$ cat config.mk
export PLATFORM = sky130hd
export DESIGN_NAME = layer_wr_ctl_flat
export DESIGN_NICKNAME = d
export VERILOG_FILES = /design/src/rtl/layer_wr_ctl_if.sv /design/src/rtl/layer_wr_ctl.sv /design/src/flat_wrapper.sv
export SDC_FILE = /design/constraint.sdc
export NUM_CORES = 1
export LEC_CHECK = 0
export ABC_AREA = 1
export CELL_PAD_IN_SITES_DETAIL_PLACEMENT = 0
export CELL_PAD_IN_SITES_GLOBAL_PLACEMENT = 2
export CORE_UTILIZATION = 31
export CTS_CLUSTER_DIAMETER = 50
export CTS_CLUSTER_SIZE = 30
export DETAILED_ROUTE_END_ITERATION = 6
export PLACE_DENSITY = 0.89
export SETUP_SLACK_MARGIN = 0.05
export SLEW_MARGIN = 20
export SYNTH_ARGS = -nofsm -noshare
export SYNTH_HDL_FRONTEND = slang
export SYNTH_SLANG_ARGS = --single-unit
$ cat constraint.sdc
create_clock -name clk_in -period 4 [get_ports clk_in]
set_input_delay 1 -clock clk_in [delete_from_list [all_inputs] [get_ports clk_in]]
set_output_delay 1 -clock clk_in [all_outputs]
set_load 0.005 [all_outputs]
$ cat src/rtl/layer_wr_ctl_if.sv
// Byte-stream and RAM write-port bundle for the LED cube layer write controller.
// master drives the SPI byte side, slave is the controller.
interface layer_wr_ctl_if #(
  parameter int LAYERS = 8,
  parameter int LEDS   = 64,
  parameter int COLORS = 3
);
  localparam int AW = $clog2(LEDS);

  logic              dc_in;
  logic              byte_rdy_in;
  logic [7:0]        byte_data_in;
  logic              frame_rdy_out;
  logic [AW-1:0]     wr_addr_out;
  logic [COLORS:0]   byte_en_out;
  logic [LAYERS-1:0] layer_en_out;
  logic              ovf_out;

  modport master (
    output dc_in, byte_rdy_in, byte_data_in,
    input  frame_rdy_out, wr_addr_out, byte_en_out, layer_en_out, ovf_out
  );

  modport slave (
    input  dc_in, byte_rdy_in, byte_data_in,
    output frame_rdy_out, wr_addr_out, byte_en_out, layer_en_out, ovf_out
  );
endinterface

$ cat src/rtl/layer_wr_ctl.sv
// Command/data decoder driving LED cube layer RAM write address, lane and layer enables.
// Define LAYER_WR_CTL_OVF_EN to enable the sticky overrun flag (otherwise ovf_out stays 0).
module layer_wr_ctl #(
  parameter int         LAYERS        = 8,
  parameter int         LEDS          = 64,
  parameter int         COLORS        = 3,
  parameter logic [7:0] CMD_ADDR_WR   = 8'hcc,
  parameter logic [7:0] CMD_DATA_WR   = 8'hda,
  parameter logic [7:0] CMD_LAYER_SEL = 8'hc0
) (
  input logic           clk_in,
  input logic           rst_in,
  layer_wr_ctl_if.slave bus
);
  localparam int              AW        = $clog2(LEDS);
  localparam int              LW        = $clog2(LAYERS);
  localparam logic [AW-1:0]   ADDR_LAST = AW'(LEDS - 1);
  localparam logic [AW-1:0]   ADDR_ONE  = AW'(1);
  localparam logic [7:0]      LAYERS_B  = 8'(LAYERS);
  localparam logic [LW-1:0]   START_RST = LW'(LAYERS - 1);

  typedef enum logic [2:0] {IDLE, ADDR, DATA, SEL, DONE} state_t;

  state_t            state_q, state_n;
  logic [AW-1:0]     addr_q, addr_n;
  logic [COLORS:0]   be_q, be_n;
  logic [LAYERS-1:0] lay_q, lay_n;
  logic [LW-1:0]     start_q, start_n;
  logic              frame_q, frame_n;
  logic              ovf_q, ovf_n;
  logic              last_addr, last_lane, oor;

  always_ff @(posedge clk_in or posedge rst_in) begin
    if (rst_in) begin
      state_q <= IDLE;
      addr_q  <= '0;
      be_q    <= '0;
      lay_q   <= '0;
      start_q <= START_RST;
      frame_q <= 1'b0;
      ovf_q   <= 1'b0;
    end else begin
      state_q <= state_n;
      addr_q  <= addr_n;
      be_q    <= be_n;
      lay_q   <= lay_n;
      start_q <= start_n;
      frame_q <= frame_n;
      ovf_q   <= ovf_n;
    end
  end

  always_comb begin
    state_n   = state_q;
    addr_n    = addr_q;
    be_n      = be_q;
    lay_n     = lay_q;
    start_n   = start_q;
    frame_n   = 1'b0;
    ovf_n     = ovf_q;
    last_addr = (addr_q == ADDR_LAST);
    last_lane = be_q[0];
    oor       = (bus.byte_data_in >= LAYERS_B);
    if (bus.byte_rdy_in) begin
      if (!bus.dc_in) begin
        // Any command restarts the write path and drops an unfinished frame silently
        addr_n = '0;
        ovf_n  = 1'b0;
        be_n   = '0;
        lay_n  = '0;
        case (bus.byte_data_in)
          CMD_ADDR_WR: begin
            state_n      = ADDR;
            be_n[COLORS] = 1'b1;
            lay_n        = '1;
          end
          CMD_DATA_WR: begin
            state_n          = DATA;
            be_n[COLORS-1]   = 1'b1;
            lay_n[start_q]   = 1'b1;
          end
          CMD_LAYER_SEL: state_n = SEL;
          default:       state_n = IDLE;
        endcase
      end else begin
        case (state_q)
          ADDR: begin
            if (last_addr) begin
              addr_n  = '0;
              lay_n   = '0;
              state_n = DONE;
            end else begin
              addr_n = addr_q + ADDR_ONE;
            end
          end
          DATA: begin
            // Rotate colour lanes right, LSB wraps to MSB
            for (int i = 0; i < COLORS; i++) be_n[i] = be_q[(i + 1) % COLORS];
            if (last_lane) begin
              if (last_addr) begin
                addr_n = '0;
                lay_n  = lay_q >> 1;
                if (lay_q[0]) begin
                  frame_n = 1'b1;
                  state_n = DONE;
                end
              end else begin
                addr_n = addr_q + ADDR_ONE;
              end
            end
          end
          SEL: begin
            state_n = IDLE;
            if (oor) begin
              start_n = START_RST;
`ifdef LAYER_WR_CTL_OVF_EN
              ovf_n   = 1'b1;
`endif
            end else begin
              start_n = bus.byte_data_in[LW-1:0];
            end
          end
          DONE: begin
`ifdef LAYER_WR_CTL_OVF_EN
            ovf_n = 1'b1;
`endif
          end
          default: ;
        endcase
      end
    end
  end

  assign bus.wr_addr_out   = addr_q;
  assign bus.byte_en_out   = be_q;
  assign bus.layer_en_out  = bus.byte_rdy_in ? lay_q : '0;
  assign bus.frame_rdy_out = frame_q;
`ifdef LAYER_WR_CTL_OVF_EN
  assign bus.ovf_out       = ovf_q;
`else
  assign bus.ovf_out       = 1'b0;
`endif
endmodule
$ cat src/flat_wrapper.sv
// flat-port wrapper written by rule: the top's interface ports become plain ports
module layer_wr_ctl_flat 
#(
  parameter int         LAYERS        = 8,
  parameter int         LEDS          = 64,
  parameter int         COLORS        = 3,
  parameter logic [7:0] CMD_ADDR_WR   = 8'hcc,
  parameter logic [7:0] CMD_DATA_WR   = 8'hda,
  parameter logic [7:0] CMD_LAYER_SEL = 8'hc0
)
  (clk_in, rst_in, bus_dc_in, bus_byte_rdy_in, bus_byte_data_in, bus_frame_rdy_out, bus_wr_addr_out, bus_byte_en_out, bus_layer_en_out, bus_ovf_out);
  layer_wr_ctl_if #(.LAYERS(LAYERS), .LEDS(LEDS), .COLORS(COLORS)) bus_i ();
  input logic clk_in;
  input logic rst_in;
  input wire logic [$bits(bus_i.dc_in)-1:0] bus_dc_in;
  input wire logic [$bits(bus_i.byte_rdy_in)-1:0] bus_byte_rdy_in;
  input wire logic [$bits(bus_i.byte_data_in)-1:0] bus_byte_data_in;
  output wire logic [$bits(bus_i.frame_rdy_out)-1:0] bus_frame_rdy_out;
  output wire logic [$bits(bus_i.wr_addr_out)-1:0] bus_wr_addr_out;
  output wire logic [$bits(bus_i.byte_en_out)-1:0] bus_byte_en_out;
  output wire logic [$bits(bus_i.layer_en_out)-1:0] bus_layer_en_out;
  output wire logic [$bits(bus_i.ovf_out)-1:0] bus_ovf_out;
  assign bus_i.dc_in = bus_dc_in;
  assign bus_i.byte_rdy_in = bus_byte_rdy_in;
  assign bus_i.byte_data_in = bus_byte_data_in;
  assign bus_frame_rdy_out = bus_i.frame_rdy_out;
  assign bus_wr_addr_out = bus_i.wr_addr_out;
  assign bus_byte_en_out = bus_i.byte_en_out;
  assign bus_layer_en_out = bus_i.layer_en_out;
  assign bus_ovf_out = bus_i.ovf_out;
  layer_wr_ctl #(.LAYERS(LAYERS), .LEDS(LEDS), .COLORS(COLORS), .CMD_ADDR_WR(CMD_ADDR_WR), .CMD_DATA_WR(CMD_DATA_WR), .CMD_LAYER_SEL(CMD_LAYER_SEL)) u_core (.clk_in(clk_in), .rst_in(rst_in), .bus(bus_i));
endmodule
==> run_results.csv <==
group,metric,value,unit
placement,pre_cts_slack,0.702,ns
critical_path,cp.required,3.00,ns
min_path,holdCritStartpoint,"u_core.state_q[2]$_DFFE_PP0P_",
timing,worstMarginPinSlew,0.999,ns
logic_synthesis,yosys-top-cells-area,"dfrtp_1 34%, nand2_1 18%, nand3_1 4.9%",
finish,antenna_cells,0,
finish,nFillCells,554,
clock_tree,clock-root-buffer,"clkbuf_8",
logic_synthesis,async_flop_share,100,%
logic_synthesis,synth.top_cells.by_count,"78 x nand2_1, 22 x dfrtp_1, 20 x inv_1",
critical_path,r2r-start,"u_core.bus.wr_addr_out[0]$_DFFE_PP0P_",
timing,fin_crit,3.30,ns
timing,drv_slew,0,
logic_synthesis,synth_nets,234,
logic_synthesis,ys.flop_type,"dfrtp_1",
timing,finalSetupViolCount,0,
critical_path,crit_arrival,2.30,ns
detailed_routing,first_pass_iters,6,
clock_tree,cts_tree,"built",
timing,rsz0062_at_grt,"false",
detailed_routing,drcViolationCount,0,
logic_synthesis,synth_top_area_share,33.6,%
floorplan,dieHeight,74.7,um
timing,relSlewSlack,33.4,%
logic_synthesis,synth-simple-area-share,46.3,%
floorplan,dieWidth,74.7,um
floorplan,start_util,32.1,%
finish,drive_gt1_share,13.4,%
logic_synthesis,synth_cell_types,32,
logic_synthesis,synth-edff-count,0,
critical_path,end_kind,"primary output",
placement,port_buffers,30,
logic_synthesis,synthAdderAreaFrac,0.763,%
logic_synthesis,yosysMostFrequentCell,"nand2_1",
finish,seqCellArea,629,um^2
detailed_routing,vias,1499,
clock_tree,clkTransAtPathRegs,0.09,ns
placement,dp_hpwl,2890,um
grt,grt_overflow,0,
min_path,holdPathEnd,"u_core.state_q[2]$_DFFE_PP0P_",
timing,fin_crit_sh,82.5,%
outcome,outcome,"finished clean",
floorplan,rows,26,
timing,hold_viol,0,
clock_tree,cts_buffers,3,
logic_synthesis,synthXorXnorAreaFrac,1.60,%
power,irDropWorstVdd,115,uV
min_path,hold_path.class,"reg -> reg",
power,p_per_area,248,nW/um^2
logic_synthesis,synth_compound_area_share,5.42,%
finish,multi_input_area,891,um^2
floorplan,ios,32,
grt,antenna_found_initial,0,
critical_path,cp_max_fo,13,
logic_synthesis,syn-cell-area,1640,um^2
detailed_routing,wl,3860,um
clock_tree,ctsHoldBuffers,0,
critical_path,reg2reg_depth,9,
clock_tree,cts_buffer_depth,2,
timing,fmax,303,MHz
logic_synthesis,yosys_warnings,0,
clock_tree,postCtsResizedCells,0,
grt,grt_pass1_wl,6630,um
finish,areaGrowthSynthToFinish,25.9,%
grt,grt_max_degree,26,
logic_synthesis,yosysSeqAreaShare,38.4,%
detailed_routing,ant_nets,0,
critical_path,criticalPathCategory,"in -> out",
detailed_routing,viasPerCell,4.64,
critical_path,reg2reg_slack,2.47,ns
clock_tree,ctsHtreeMaxLevel,1,
logic_synthesis,synth_seq_cells,25,
clock_tree,post_cts_buffers,0,
detailed_routing,routedWlPerCell,11.9,um
clock_tree,clock_latency,0.28,ns
logic_synthesis,synth_top_family_by_area,"simple AND/OR/NAND/NOR gates",
logic_synthesis,synthCells,221,
timing,final.setup.tns,0,ns
grt,grt_pass1_vias,1445,
power,power_leakage,0.984,nW
timing,finalWorstSetupSlack,0.701,ns
clock_tree,clock_sink_count,25,
logic_synthesis,synth_area_leader_cell,"dfrtp_1",
floorplan,core_region_area,5110,um^2
placement,gp_congestion,0.801,
job,drv_cap,0,
detailed_routing,drt_iter0_drc,77,
floorplan,die_area,5590,um^2
logic_synthesis,synth.avg_cell_area,7.42,um^2
critical_path,worstSetupStartpointType,"input pin",
timing,clock_skew,0.0104,ns
min_path,hold_path_depth,2,
logic_synthesis,synth_mux_area_share,0,%
critical_path,timing.rr.end,"u_core.lay_q[6]$_DFFE_PP0P_",
grt,track_usage,15.7,%
finish,fin_nets,267,
cell type report:
cell class	instances	share of cell area, %
clock buffers	3	2.00
well taps	70	4.24
flip-flops and latches	25	30.5
multi-input cells	167	43.2
inverters	26	4.85
repair buffers	31	14.9
clock inverters	1	0.364
worst max-delay path by stage:
stage	start	to	slack (ns)	cells after the start
CTS	bus_byte_rdy_in	bus_layer_en_out[0]	0.69	5
finish	bus_byte_rdy_in	bus_layer_en_out[0]	0.70	5
global placement	bus_byte_rdy_in	bus_layer_en_out[0]	0.71	5
floorplan	bus_byte_rdy_in	bus_layer_en_out[0]	1.72	3
detailed placement	bus_byte_rdy_in	bus_layer_en_out[0]	0.70	5
global route	bus_byte_rdy_in	bus_layer_en_out[7]	0.60	5
state kept, by name, indices dropped and copies added (netlist names):
register                  cells
u_core.lay_q                  8
u_core.bus.wr_addr_out        6
u_core.bus.byte_en_out        4
u_core.start_q                3
u_core.state_q                3
u_core.bus.frame_rdy_out      1
stage by stage:
step	utilization (%)	instance area (um^2)	std cells	power, mW	hold slack, ns
2_1_floorplan	-	1640	221	0.322	0.461
3_3_place_gp	39.5	2020	319	0.357	0.469
3_5_place_dp	39.5	2020	319	0.358	0.485
4_1_cts	40.4	2060	323	0.518	0.508
5_1_grt	40.4	2060	323	0.538	0.551
6_report	40.4	2060	323	0.512	0.504
critical path, cell delays in order:
cell             delay, ns
clkdlybuf4s50_1       0.46
buf_4                 0.21
nand2_1               0.07
inv_1                 0.06
clkdlybuf4s50_1       0.50
layout by cell type (no fill, tap or decap), drive strengths merged:
master,instances
conb,1
xnor2,1
o22ai,2
o21ai,13
xor2,2
nand4,11
buf,1
inv,26
clkinvlp,1
nor2,20
clkdlybuf4s50,30
dfrtp,22
dfstp,3
nand3,23
or2,2
a21oi,1
clkbuf,3
nand2,82
nor3,6
ha,1
nor4,1
a31oi,1
kinds of logic (layout without fill, tap and decap cells):
| kind of cell | Yosys count | after routing |
|---|---|---|
| compound gates | 17 | 17 |
| buf+inv | 29 | 61 |
| flops | 25 | 25 |
| simple gates | 145 | 145 |
| xor+xnor | 3 | 3 |
| other cells | 1 | 1 |
| fa+ha+maj | 1 | 1 |
layer usage:
layer / up-vias / track usage (%) / share of wire (%)
met5: - / 0 / 0
met4: 0 / 4.19 / 0.80
met3: 4 / 2.14 / 1.8
met2: 14 / 28.6 / 51
met1: 704 / 19.4 / 47
li1: 777 / - / -
power breakdown:
group,internal [mW],switching [mW],total [mW]
Combinational,0.0330,0.0462,0.0792
Sequential,0.262,0.0109,0.273
Clock,0.0708,0.0891,0.160
(Power assumes the default switching activity.)
